File: config.mk
export PLATFORM = sky130hd
export DESIGN_NAME = alu_arbiter_flat
export DESIGN_NICKNAME = d
export VERILOG_FILES = /design/src/rtl/alu_arbiter_if.sv /design/src/rtl/alu_arbiter.sv /design/src/flat_wrapper.sv
export SDC_FILE = /design/constraint.sdc
export NUM_CORES = 1
export LEC_CHECK = 0
export ABC_AREA = 1
export CELL_PAD_IN_SITES_DETAIL_PLACEMENT = 0
export CELL_PAD_IN_SITES_GLOBAL_PLACEMENT = 1
export CORE_MARGIN = 5
export CORE_UTILIZATION = 24
export DETAILED_ROUTE_END_ITERATION = 8
export GPL_ROUTABILITY_DRIVEN = 1
export GPL_TIMING_DRIVEN = 0
export PLACE_DENSITY_LB_ADDON = 0.1
export SYNTH_ARGS = -nofsm -noshare
export SYNTH_HDL_FRONTEND = slang
export SYNTH_SLANG_ARGS = --single-unit
File: constraint.sdc
create_clock -name clk -period 5.6 [get_ports clk]
set_input_delay 1.12 -clock clk [delete_from_list [all_inputs] [get_ports clk]]
set_output_delay 1.12 -clock clk [all_outputs]
set_load 0.01 [all_outputs]
File: src/rtl/alu_arbiter_if.sv
`default_nettype none
// ============================================================================
// Module  : alu_arbiter_if
// Brief   : Requester, response and shared-ALU signals of alu_arbiter.
// Revision: 1.0
// ============================================================================
interface alu_arbiter_if #(
    parameter int N     = 32,
    parameter int N_REQ = 2
) ();
    logic [N_REQ-1:0]   req_valid;
    logic [N_REQ-1:0]   req_ready;
    logic [N_REQ*N-1:0] req_a;
    logic [N_REQ*N-1:0] req_b;
    logic [N_REQ*4-1:0] req_control;

    logic [N_REQ-1:0]   resp_valid;
    logic [N_REQ-1:0]   resp_ready;
    logic [N_REQ*N-1:0] resp_result;
    logic [N_REQ-1:0]   resp_overflow;
    logic [N_REQ-1:0]   resp_zero;
    logic [N_REQ-1:0]   resp_equal;

    logic [N-1:0]       alu_a;
    logic [N-1:0]       alu_b;
    logic [3:0]         alu_control;
    logic [N-1:0]       alu_result;
    logic               alu_overflow;
    logic               alu_zero;
    logic               alu_equal;

    // Environment side: requesters plus the shared ALU
    modport master (
        output req_valid, req_a, req_b, req_control, resp_ready,
        output alu_result, alu_overflow, alu_zero, alu_equal,
        input  req_ready, resp_valid, resp_result, resp_overflow, resp_zero, resp_equal,
        input  alu_a, alu_b, alu_control
    );

    modport slave (
        input  req_valid, req_a, req_b, req_control, resp_ready,
        input  alu_result, alu_overflow, alu_zero, alu_equal,
        output req_ready, resp_valid, resp_result, resp_overflow, resp_zero, resp_equal,
        output alu_a, alu_b, alu_control
    );
endinterface
`default_nettype wire

File: src/rtl/alu_arbiter.sv
`default_nettype none
// ============================================================================
// Module  : alu_arbiter
// Brief   : Round-robin sharing of one combinational ALU between N_REQ
//           requesters, with a registered response slot per requester.
// Revision: 1.0
// ============================================================================
module alu_arbiter #(
    parameter int N     = 32,
    parameter int N_REQ = 2
) (
    input  logic         clk,
    input  logic         rst_n,
    alu_arbiter_if.slave bus
);
    localparam int         PTR_W   = (N_REQ > 1) ? $clog2(N_REQ) : 1;
    localparam int         SCAN_W  = PTR_W + 1;
    localparam logic [3:0] ALU_AND = 4'b0000;

    typedef enum logic {
        SLOT_EMPTY = 1'b0,
        SLOT_FULL  = 1'b1
    } slot_state_t;

    slot_state_t      slot_q   [N_REQ];
    logic [N-1:0]     result_q [N_REQ];
    logic [N_REQ-1:0] ovf_q;
    logic [N_REQ-1:0] zero_q;
    logic [N_REQ-1:0] equal_q;
    logic [PTR_W-1:0] ptr_q;
    logic [PTR_W-1:0] ptr_d;

    logic [N-1:0]     w_req_a   [N_REQ];
    logic [N-1:0]     w_req_b   [N_REQ];
    logic [3:0]       w_req_ctl [N_REQ];
    logic [N_REQ-1:0] w_full;
    logic [N_REQ-1:0] w_avail;
    logic [N_REQ-1:0] w_elig;
    logic [N_REQ-1:0] w_ready;
    logic             w_gnt_valid;
    logic [PTR_W-1:0] w_gnt_idx;
    logic [SCAN_W-1:0] w_scan;

    generate
        for (genvar i = 0; i < N_REQ; i++) begin : g_slot
            assign w_req_a[i]   = bus.req_a[i*N +: N];
            assign w_req_b[i]   = bus.req_b[i*N +: N];
            assign w_req_ctl[i] = bus.req_control[i*4 +: 4];
            assign w_full[i]    = (slot_q[i] == SLOT_FULL);
            // A full slot frees up in the same cycle its owner drains it
            assign w_avail[i]   = !w_full[i] || bus.resp_ready[i];

            assign bus.resp_result[i*N +: N] = result_q[i];
        end
    endgenerate

    assign bus.resp_valid    = w_full;
    assign bus.resp_overflow = ovf_q;
    assign bus.resp_zero     = zero_q;
    assign bus.resp_equal    = equal_q;

    assign w_elig = rst_n ? (bus.req_valid & w_avail) : '0;

    always_comb begin
        w_gnt_valid = 1'b0;
        w_gnt_idx   = '0;
        w_scan      = '0;
        for (int k = 0; k < N_REQ; k++) begin
            w_scan = {1'b0, ptr_q} + SCAN_W'(k);
            if (w_scan >= SCAN_W'(N_REQ)) begin
                w_scan = w_scan - SCAN_W'(N_REQ);
            end
            if (!w_gnt_valid && w_elig[w_scan[PTR_W-1:0]]) begin
                w_gnt_valid = 1'b1;
                w_gnt_idx   = w_scan[PTR_W-1:0];
            end
        end
    end

    always_comb begin
        w_ready = '0;
        if (w_gnt_valid) begin
            w_ready[w_gnt_idx] = 1'b1;
        end
    end

    assign bus.req_ready = w_ready;

    assign ptr_d = (w_gnt_idx == PTR_W'(N_REQ - 1)) ? '0 : w_gnt_idx + 1'b1;

    assign bus.alu_a       = w_gnt_valid ? w_req_a[w_gnt_idx]   : '0;
    assign bus.alu_b       = w_gnt_valid ? w_req_b[w_gnt_idx]   : '0;
    assign bus.alu_control = w_gnt_valid ? w_req_ctl[w_gnt_idx] : ALU_AND;

    always_ff @(posedge clk) begin
        if (!rst_n) begin
            ptr_q   <= '0;
            ovf_q   <= '0;
            zero_q  <= '0;
            equal_q <= '0;
            for (int i = 0; i < N_REQ; i++) begin
                slot_q[i]   <= SLOT_EMPTY;
                result_q[i] <= '0;
            end
        end else begin
            if (w_gnt_valid) begin
                ptr_q <= ptr_d;
            end
            for (int i = 0; i < N_REQ; i++) begin
                // Reload takes precedence over drain so a same-cycle pair keeps the slot full
                if (w_gnt_valid && (w_gnt_idx == PTR_W'(i))) begin
                    slot_q[i]   <= SLOT_FULL;
                    result_q[i] <= bus.alu_result;
                    ovf_q[i]    <= bus.alu_overflow;
                    zero_q[i]   <= bus.alu_zero;
                    equal_q[i]  <= bus.alu_equal;
                end else if (w_full[i] && bus.resp_ready[i]) begin
                    slot_q[i] <= SLOT_EMPTY;
                end
            end
        end
    end
endmodule
`default_nettype wire

File: src/flat_wrapper.sv
// flat-port wrapper written by rule: the top's interface ports become plain ports
module alu_arbiter_flat 
#(
    parameter int N     = 32,
    parameter int N_REQ = 2
)
  (clk, rst_n, bus_req_valid, bus_req_a, bus_req_b, bus_req_control, bus_resp_ready, bus_alu_result, bus_alu_overflow, bus_alu_zero, bus_alu_equal, bus_req_ready, bus_resp_valid, bus_resp_result, bus_resp_overflow, bus_resp_zero, bus_resp_equal, bus_alu_a, bus_alu_b, bus_alu_control);
  alu_arbiter_if #(.N(N), .N_REQ(N_REQ)) bus_i ();
  input  logic clk;
  input  logic rst_n;
  input wire logic [$bits(bus_i.req_valid)-1:0] bus_req_valid;
  input wire logic [$bits(bus_i.req_a)-1:0] bus_req_a;
  input wire logic [$bits(bus_i.req_b)-1:0] bus_req_b;
  input wire logic [$bits(bus_i.req_control)-1:0] bus_req_control;
  input wire logic [$bits(bus_i.resp_ready)-1:0] bus_resp_ready;
  input wire logic [$bits(bus_i.alu_result)-1:0] bus_alu_result;
  input wire logic [$bits(bus_i.alu_overflow)-1:0] bus_alu_overflow;
  input wire logic [$bits(bus_i.alu_zero)-1:0] bus_alu_zero;
  input wire logic [$bits(bus_i.alu_equal)-1:0] bus_alu_equal;
  output wire logic [$bits(bus_i.req_ready)-1:0] bus_req_ready;
  output wire logic [$bits(bus_i.resp_valid)-1:0] bus_resp_valid;
  output wire logic [$bits(bus_i.resp_result)-1:0] bus_resp_result;
  output wire logic [$bits(bus_i.resp_overflow)-1:0] bus_resp_overflow;
  output wire logic [$bits(bus_i.resp_zero)-1:0] bus_resp_zero;
  output wire logic [$bits(bus_i.resp_equal)-1:0] bus_resp_equal;
  output wire logic [$bits(bus_i.alu_a)-1:0] bus_alu_a;
  output wire logic [$bits(bus_i.alu_b)-1:0] bus_alu_b;
  output wire logic [$bits(bus_i.alu_control)-1:0] bus_alu_control;
  assign bus_i.req_valid = bus_req_valid;
  assign bus_i.req_a = bus_req_a;
  assign bus_i.req_b = bus_req_b;
  assign bus_i.req_control = bus_req_control;
  assign bus_i.resp_ready = bus_resp_ready;
  assign bus_i.alu_result = bus_alu_result;
  assign bus_i.alu_overflow = bus_alu_overflow;
  assign bus_i.alu_zero = bus_alu_zero;
  assign bus_i.alu_equal = bus_alu_equal;
  assign bus_req_ready = bus_i.req_ready;
  assign bus_resp_valid = bus_i.resp_valid;
  assign bus_resp_result = bus_i.resp_result;
  assign bus_resp_overflow = bus_i.resp_overflow;
  assign bus_resp_zero = bus_i.resp_zero;
  assign bus_resp_equal = bus_i.resp_equal;
  assign bus_alu_a = bus_i.alu_a;
  assign bus_alu_b = bus_i.alu_b;
  assign bus_alu_control = bus_i.alu_control;
  alu_arbiter #(.N(N), .N_REQ(N_REQ)) u_core (.clk(clk), .rst_n(rst_n), .bus(bus_i));
endmodule
### Word-level counts from Yosys, hierarchy flattened

Memories as Yosys holds them, arrays and structs flattened.
Index checks and enable logic that the tools add are counted.

| word-level totals | value |
|---|---|
| memories kept | 2 |
| memory bits (writable) | 66 |
| latch bits | 0 |
| input port bits | 177 |
| register bits after elaboration | 7 |
| bits in read-only memories | 0 |

| operators by class | value |
|---|---|
| shifts and indexed selects | 0 |
| reduce and logical (&&, ||, !) cells | 11 |
| div/mod/pow operators | 0 |
| $add $sub $neg | 4 |
| multiply operators | 0 |
| order comparisons | 7 |
| equality and inequality tests | 0 |
| bitwise gates (word level) | 9 |
| muxes and demuxes | 48 |

Memories:

| name | depth | bits a word | read ports | clocked after Yosys merged registers in | wr ports | line | text |
|---|---|---|---|---|---|---|---|
| u_core.result_q | 2 | 32 | 2 | 0 | 2 | alu_arbiter.sv:26 | `logic [N-1:0] result_q [N_REQ];` |
| u_core.slot_q | 2 | 1 | 2 | 0 | 2 | alu_arbiter.sv:25 | `slot_state_t slot_q [N_REQ];` |

Operators by type and width:

| cell | number |
|---|---|
| two-way mux 32 bit | 10 |
| two-way mux 1 bit | 31 |
| two-way mux 4 bit | 4 |
| logical AND 1 bit | 6 |
| < comparator 1 x 2 -> 1 bit, second input constant | 3 |
| OR 1 bit | 6 |
| greater-or-equal comparator 2 bit, second input constant | 2 |
| two-way mux 2 bit | 2 |
| zero test 1 bit | 3 |
| adder 1 x 1 -> 2 bit, second input constant | 1 |
| AND 2 bit | 1 |
| greater-or-equal comparator 1 x 2 -> 1 bit, second input constant | 1 |
| logical OR 1 bit | 2 |
| NOT 1 -> 2 bit | 1 |
| subtractor 1 bit, second input constant | 2 |
| adder 1 bit, second input constant | 1 |
| demux 1 bit (select 1 bit) | 1 |
| greater-or-equal comparator 1 bit, second input constant | 1 |
| NOT 1 bit | 1 |

### Depth between registers and ports, before layout

Gate-level depths: netlist of the first run.
An unclocked memory read counts as a cell.

| logic depth | value |
|---|---|
| word-level depth | 18 |
| mapped depth | 9 |
| mapped depth without buffers | 7 |

### Worst setup path before layout of the first run

No wires, ideal clock.

| path | value |
|---|---|
| kind | input to output |
| from | input bus_resp_ready[1] |
| to | output bus_alu_b[12] |
| path slack | 2.411 ns |
| arrival | 2.069 ns |
| buffers on the path | 1 |
| stages | 7 |
| path through | inv_1 > nand2_2 > nand3_2 > a21oi_4 > buf_6 > nor2_1 > nor2_1 |

| between the ends | value |
|---|---|
| longest elaborated chain between the ends | 14 |
| elaborated cells between the ends (all ways) | 18 |
| classes of those cells | mux (13); bitwise (2); reduce/logical (3) |

Ends and longest elaborated chain:

| item | line | text |
|---|---|---|
| start, declared | flat_wrapper.sv:15 | `input wire logic [$bits(bus_i.resp_ready)-1:0] bus_resp_ready;` |
| logical OR 1 bit (*) | alu_arbiter.sv:51 | `assign w_avail[i] = !w_full[i] \|\| bus.resp_ready[i];` |
| AND 2 bit (*) | alu_arbiter.sv:62 | `assign w_elig = rst_n ? (bus.req_valid & w_avail) : '0;` |
| two-way mux 2 bit (*) | alu_arbiter.sv:62 |  |
| two-way mux 1 bit (implied by the code) (2 in a row) | alu_arbiter.sv:73 | `if (!w_gnt_valid && w_elig[w_scan[PTR_W-1:0]]) begin` |
| two-way mux 1 bit | alu_arbiter.sv:73 |  |
| zero test 1 bit | alu_arbiter.sv:73 |  |
| logical AND 1 bit | alu_arbiter.sv:73 |  |
| two-way mux 1 bit | alu_arbiter.sv:73 |  |
| NOT 1 -> 2 bit (implied by the code) | alu_arbiter.sv:92 | `assign bus.alu_b = w_gnt_valid ? w_req_b[w_gnt_idx] : '0;` |
| two-way mux 32 bit (implied by the code) (3 in a row) | alu_arbiter.sv:92 |  |
| two-way mux 32 bit (*) | alu_arbiter.sv:92 |  |
| end, declared | flat_wrapper.sv:27 | `output wire logic [$bits(bus_i.alu_b)-1:0] bus_alu_b;` |

Mark *: on every way between the ends. The rest lies on a longest branch, timed or not. The select of a mux whose other input is x is not followed.

### Final worst setup path of the first run

| path | value |
|---|---|
| from | input rst_n |
| to | output bus_alu_b[24] |

| between the ends | value |
|---|---|
| longest elaborated chain between the ends | 12 |
| elaborated cells between the ends (all ways) | 16 |
| classes of those cells | mux (13); bitwise (1); reduce/logical (2) |

Ends and longest elaborated chain:

| item | line | text |
|---|---|---|
| start, declared | flat_wrapper.sv:10 | `input logic rst_n;` |
| two-way mux 2 bit (*) | alu_arbiter.sv:62 |  |
| two-way mux 1 bit (implied by the code) (2 in a row) | alu_arbiter.sv:73 |  |
| two-way mux 1 bit | alu_arbiter.sv:73 |  |
| zero test 1 bit | alu_arbiter.sv:73 |  |
| logical AND 1 bit | alu_arbiter.sv:73 |  |
| two-way mux 1 bit | alu_arbiter.sv:73 |  |
| NOT 1 -> 2 bit (implied by the code) | alu_arbiter.sv:92 |  |
| two-way mux 32 bit (implied by the code) (3 in a row) | alu_arbiter.sv:92 |  |
| two-way mux 32 bit (*) | alu_arbiter.sv:92 |  |

Marks and branches as above.

==> flow_summary.ini, run 1 <==
[run_status]
status = completed

[global_routing]
grt_pass1_wl_mm = 24.6
grt_max_degree = 33
track_usage = 0.158
grt-ovfl-total = 0
grt_pass1_vias = 4703
antenna_found_initial = 1

[timing]
fmax_mhz = 222
tns_ns = 0
final_max_slew_viol_count = 0
worst_pin_slew_ns = 0.810
relSlewSlack = 0.458
finalSetupViolations = 0
grt_setup_unrepaired = no
skew_ns = 0.00600
fin_crit_sh = 0.804
holdWs_ns = 0.463
hold_violations = 0
min_period_ns = 4.50

[die]
die_height_um = 141
die_area_mm2 = 0.0197
fp.dieW_um = 141
start_util = 0.246
coreArea_mm2 = 0.0166
num_rows = 47
io_pins = 319

[finish]
nets = 995
antennaDiodeCount = 0
fin_area_mm2 = 0.00780
syn2layout_area_growth_pct = 90.9
fin_cells = 1042
drive_gt1_frac = 0.0633

[critical_path]
path_delay_family = buffers and inverters
worstPathCellList = clkdlybuf4s50_1 -> buf_4 -> inv_2 -> o21ai_4 -> buf_2 -> nand2_1 -> nor2_1 -> clkdlybuf4s50_1
critPathRequiredTime_ns = 4.48
crit_path_max_incr_delay_ns = 0.58
critPathArrivalTime_ns = 3.38
crit_type = in2out
crit_path_max_fanout = 10
cpMostUsedCell = clkdlybuf4s50_1
startpoint_type = primary input
critPathSlowestCell = clkdlybuf4s50_1
r2r_slack_ns = 3.33
end_kind = output pin
cp_num_buf_inv = 5

[clock_tree]
clock_sinks = 73
cts_buffers = 9
cts.clk_slew.worst_paths_ns = 0.05
h-tree-depth = 3
cts_setup_buffers = 0
cts_max_path_buffers = 2
cts_resized = 0
clock_latency_ns = 0.33
cts_root_buffer = clkbuf_16
ctsHoldBuffers = 0
cts_tree = built

[yosys]
yosysSeqAreaShare = 0.517
synth_warnings = 0
synth_cell_type_count = 21
syn_area_mm2 = 0.00409
syn_inst = 489
synth_edf_count = 65
ys_seq_elements = 73
syn_area_per_cell_um2 = 8.36
async_flop_share = 0
synth_top_cell_area_share = 0.478
yosysMostFrequentCell = nor2_1
yosysTopAreaCell = edfxtp_1
syn-num-nets = 666
netlist_top_cells_count = 164 x nor2_1, 87 x nand2_1, 68 x nand3b_1
synth_top_flop_cell = edfxtp_1
netlist_top_cells_area = edfxtp_1 48%, nor2_1 15%, nand3b_1 12%

[placement]
place_area_mm2 = 0.00755
dp.cells = 1027
portBuffers = 318
dpl.hpwl_mm = 13.3
routabilityCongestion = 0.795

[hold_path]
hp-class = reg2reg

[drt]
drc = 0
drt_iter0_markers = 120
viasPerCell = 4.14
vias = 4309
wl_per_cell_um = 15.5
dr.pass1.iters = 4
totalWireLength_mm = 16.1
ant_nets = 0

[pwr]
irDropWorstVdd_mv = 0.158
p_total_mw = 1.72
leakagePower_nw = 3.13
power.density_mw_per_mm2 = 220

[run]
cap_violations = 0
[sequential cells by signal, indices dropped and copies added, names as in the netlist]
signal	count
u_core.ptr_q	1
u_core.result_q	64
u_core.bus.resp_overflow	2
u_core.bus.resp_zero	2
u_core.bus.resp_equal	2
u_core.slot_q	2
[cells by family after synthesis]
family,synth area share
and+or+nand+nor,0.381
AOI/OAI and AO/OA,0.0144
DFF,0.517
buffers and inverters,0.0882
[cell type report]
cell class                      instances  area (µm²)
Clock inverter                          4        21.3
Fill cell                            1613        8840
Tap cell                              220         275
Clock buffer                           11         233
Inverter                               39         146
Multi-Input combinational cell        343        1620
Timing Repair Buffer                  318        3180
Buffer                                 34         214
Sequential cell                        73        2110
[worst paths after layout]
check                                              start                       end  cells after the start
worst min register to register  u_core.bus.resp_equal[1]  u_core.bus.resp_equal[1]                      2
worst max register to register          u_core.slot_q[0]    u_core.result_q[0][38]                      5
worst min-delay path            u_core.bus.resp_equal[1]  u_core.bus.resp_equal[1]                      2
worst max-delay path                               rst_n             bus_alu_b[24]                      8
[worst min-delay path, cell delays in order (launching register included)]
cell     delay, ns
dfxtp_1       0.30
nand3_1       0.07
nand2_1       0.04
[layout by cell type, fill, tap and decap left out, types with 2 or more instances in the layout]
cell type        Yosys  layout
buf_2               12      12
buf_4                5       5
buf_6                7       7
clkbuf_1            10      12
clkbuf_16            0       9
clkdlybuf4s50_1      0     318
clkinv_2             0       2
dfxtp_1              8       8
edfxtp_1            65      65
inv_1               36      36
inv_2                3       3
nand2_1             87      85
nand2_2              2       4
nand3_1             10      10
nand3b_1            68      68
nor2_1             164     164
nor2_2               5       5
[per-layer routing]
layer | global-route usage | vias up | wire, µm
met2 | 0.292 | 197 | 8260
met1 | 0.159 | 1874 | 5730
met5 | 0 | - | 11
met4 | 0.0444 | 2 | 313
met3 | 0.0723 | 22 | 1790
li1 | - | 2214 | -
[power by group]
part	internal (mW)	switching (mW)	total, mW
Clock	0.294	0.195	0.489
Combinational	0.320	0.240	0.560
Sequential	0.653	0.0152	0.668
Total	1.27	0.450	1.72
[through the flow]
stage,setup slack (ns),utilization
finish,1.10,0.469
global route,0.902,0.469
CTS,1.02,0.469
detailed placement,1.04,0.454
global placement,1.09,0.453
floorplan,2.41,-
(Power assumes the default switching activity.)
==> run 2, diff against run 1 <==
CORE_UTILIZATION = 20   (was 24)
clock period = 3.9 ns   (was 5.6 ns; I/O delays follow)
==> run 2 against run 1 <==
  * Design area increased by 2.2%
  * Total power increased by 53%
  * Via count increased by 1.8%
  * Clock power increased by 72%
  * Final cell count increased by 5.2%
  * Utilization decreased by 7.4 points
  * Worst hold slack improved by 0.0010 ns
  * Die area increased by 19%
  * Sequential cell count unchanged
  * Highest routed layer is now met4
==> flow_summary.ini, run 2 (synthesized netlist as in run 1, its figures left out) <==
[timing]
min_period_ns = 3.72
relSlewSlack = 0.437
holdWs_ns = 0.464
finalSetupViolations = 0
fmax_mhz = 269
worst_pin_slew_ns = 0.842
hold_violations = 0
grt_setup_unrepaired = no
fin_crit_sh = 0.954
skew_ns = 0.00413
final_max_slew_viol_count = 0
timing.final.ws_setup_ns = 0.180

[pwr]
irDropWorstVdd_mv = 0.253
p_total_mw = 2.63
power.density_mw_per_mm2 = 330
leakagePower_nw = 3.18

[global_routing]
met3_usage = 0.0656
busiest_layer = met2
grt-ovfl-total = 0
grt_pass1_vias = 4618
grt_pass1_wl_mm = 26.3
met2_usage = 0.256
grt_max_degree = 33
antenna_found_initial = 0
use_met1 = 0.152
track_usage = 0.143

[clock_tree]
cts.clk_slew.worst_paths_ns = 0.05
cts_root_buffer = clkbuf_16
clock_latency_ns = 0.33
cts_buffers = 9
ctsHoldBuffers = 0
cts_max_path_buffers = 2
clock_sinks = 73
cts_tree = built
h-tree-depth = 3

[finish]
drive_gt1_frac = 0.0702
syn2layout_area_growth_pct = 95.1
final_common_cell = clkdlybuf4s50_1
register_area_mm2 = 0.00211
fin_util = 0.395
antennaDiodeCount = 0
layout_common_cells = 318 x clkdlybuf4s50_1, 164 x nor2_1, 84 x nand2_1
largest_register = u_core.result_q
largest_register_ffs = 64
nets = 998
fillers = 2073
multiInputGateArea_mm2 = 0.00162
fin_cells = 1096

[placement]
dp.cells = 1077
dpl.hpwl_mm = 14.3
portBuffers = 318
routabilityCongestion = 0.783
pre_cts_ws_ns = -0.0391

[die]
coreArea_mm2 = 0.0202
num_rows = 52
io_pins = 319
start_util = 0.203
die_area_mm2 = 0.0234
die_height_um = 153
fp.dieW_um = 153

[run]
cap_violations = 0

[critical_path]
crit_path_max_fanout = 10
crit_path_max_incr_delay_ns = 0.58
cpMostUsedCell = clkdlybuf4s50_1
worstPathCellList = clkdlybuf4s50_1 -> inv_1 -> a21boi_2 -> nand2_2 -> clkbuf_1 -> nand3b_1 -> nand2_1 -> nor2_1 -> clkdlybuf4s50_1
cp_num_buf_inv = 4
startpoint_type = primary input
critPathSlowestCell = clkdlybuf4s50_1
path_delay_family = buffers and inverters
end_kind = output pin
critPathArrivalTime_ns = 2.94
crit_type = in2out
critPathRequiredTime_ns = 3.12

[drt]
vias = 4387
viasPerCell = 4.00
ant_nets = 0
wl_per_cell_um = 16.0
totalWireLength_mm = 17.5
drt_iter0_markers = 129
drc = 0
dr.pass1.iters = 5

[run_status]
status = completed

[hold_path]
hp-class = reg2reg
==> run 2: timing repair <==
action / in CTS / in global routing
buffers inserted: 2 / 1
cloned: 0 / 0
resized for setup: 0 / 1
pin swaps: 1 / 0
endpoints found under the setup margin: 3 / 64
==> run 2: tightest hold or removal path: stages (launching register included) <==
cell and delay (ns):
dfxtp_1 0.31, nand2_1 0.06, a21oi_1 0.05
==> run 2: metal layers <==
| metal | wire length, µm | part of all wire | up-vias |
|---|---|---|---|
| met2 | 8800 | 0.50 | 205 |
| met5 | 0 | 0 | - |
| met1 | 6540 | 0.37 | 1950 |
| met4 | 237 | 0.014 | 0 |
| met3 | 1920 | 0.11 | 16 |
| li1 | - | - | 2216 |
==> run 2: cell type report <==
type                            count  area share
Timing Repair Buffer              321       0.405
Sequential cell                    73       0.265
Multi-Input combinational cell    343       0.204
Tap cell                          270      0.0424
Clock buffer                        9      0.0282
Buffer                             34      0.0268
Inverter                           39      0.0184
Clock inverter                      7      0.0107
==> run 2: final timing paths <==
path	start	endpoint	slack [ns]	cells past startpoint
setup / recovery	bus_resp_ready[0]	bus_alu_a[9]	0.18	9
hold / removal	u_core.ptr_q	u_core.ptr_q	0.46	2
setup reg to reg	u_core.slot_q[0]	u_core.result_q[0][63]	1.63	5
hold reg to reg	u_core.ptr_q	u_core.ptr_q	0.46	2
==> run 2: through the flow <==
| step | setup TNS, ns | area, µm² |
|---|---|---|
| CTS | 0 | 7950 |
| finish | 0 | 7970 |
| floorplan | 0 | 4090 |
| detailed placement | -0.0391 | 7610 |
| global placement | -0.0550 | 7610 |
| global route | 0 | 7970 |
==> run 2: report_power, final <==
part	switching [mW]	internal, mW
logic	0.359	0.468
clock network	0.291	0.552
registers	0.0220	0.937
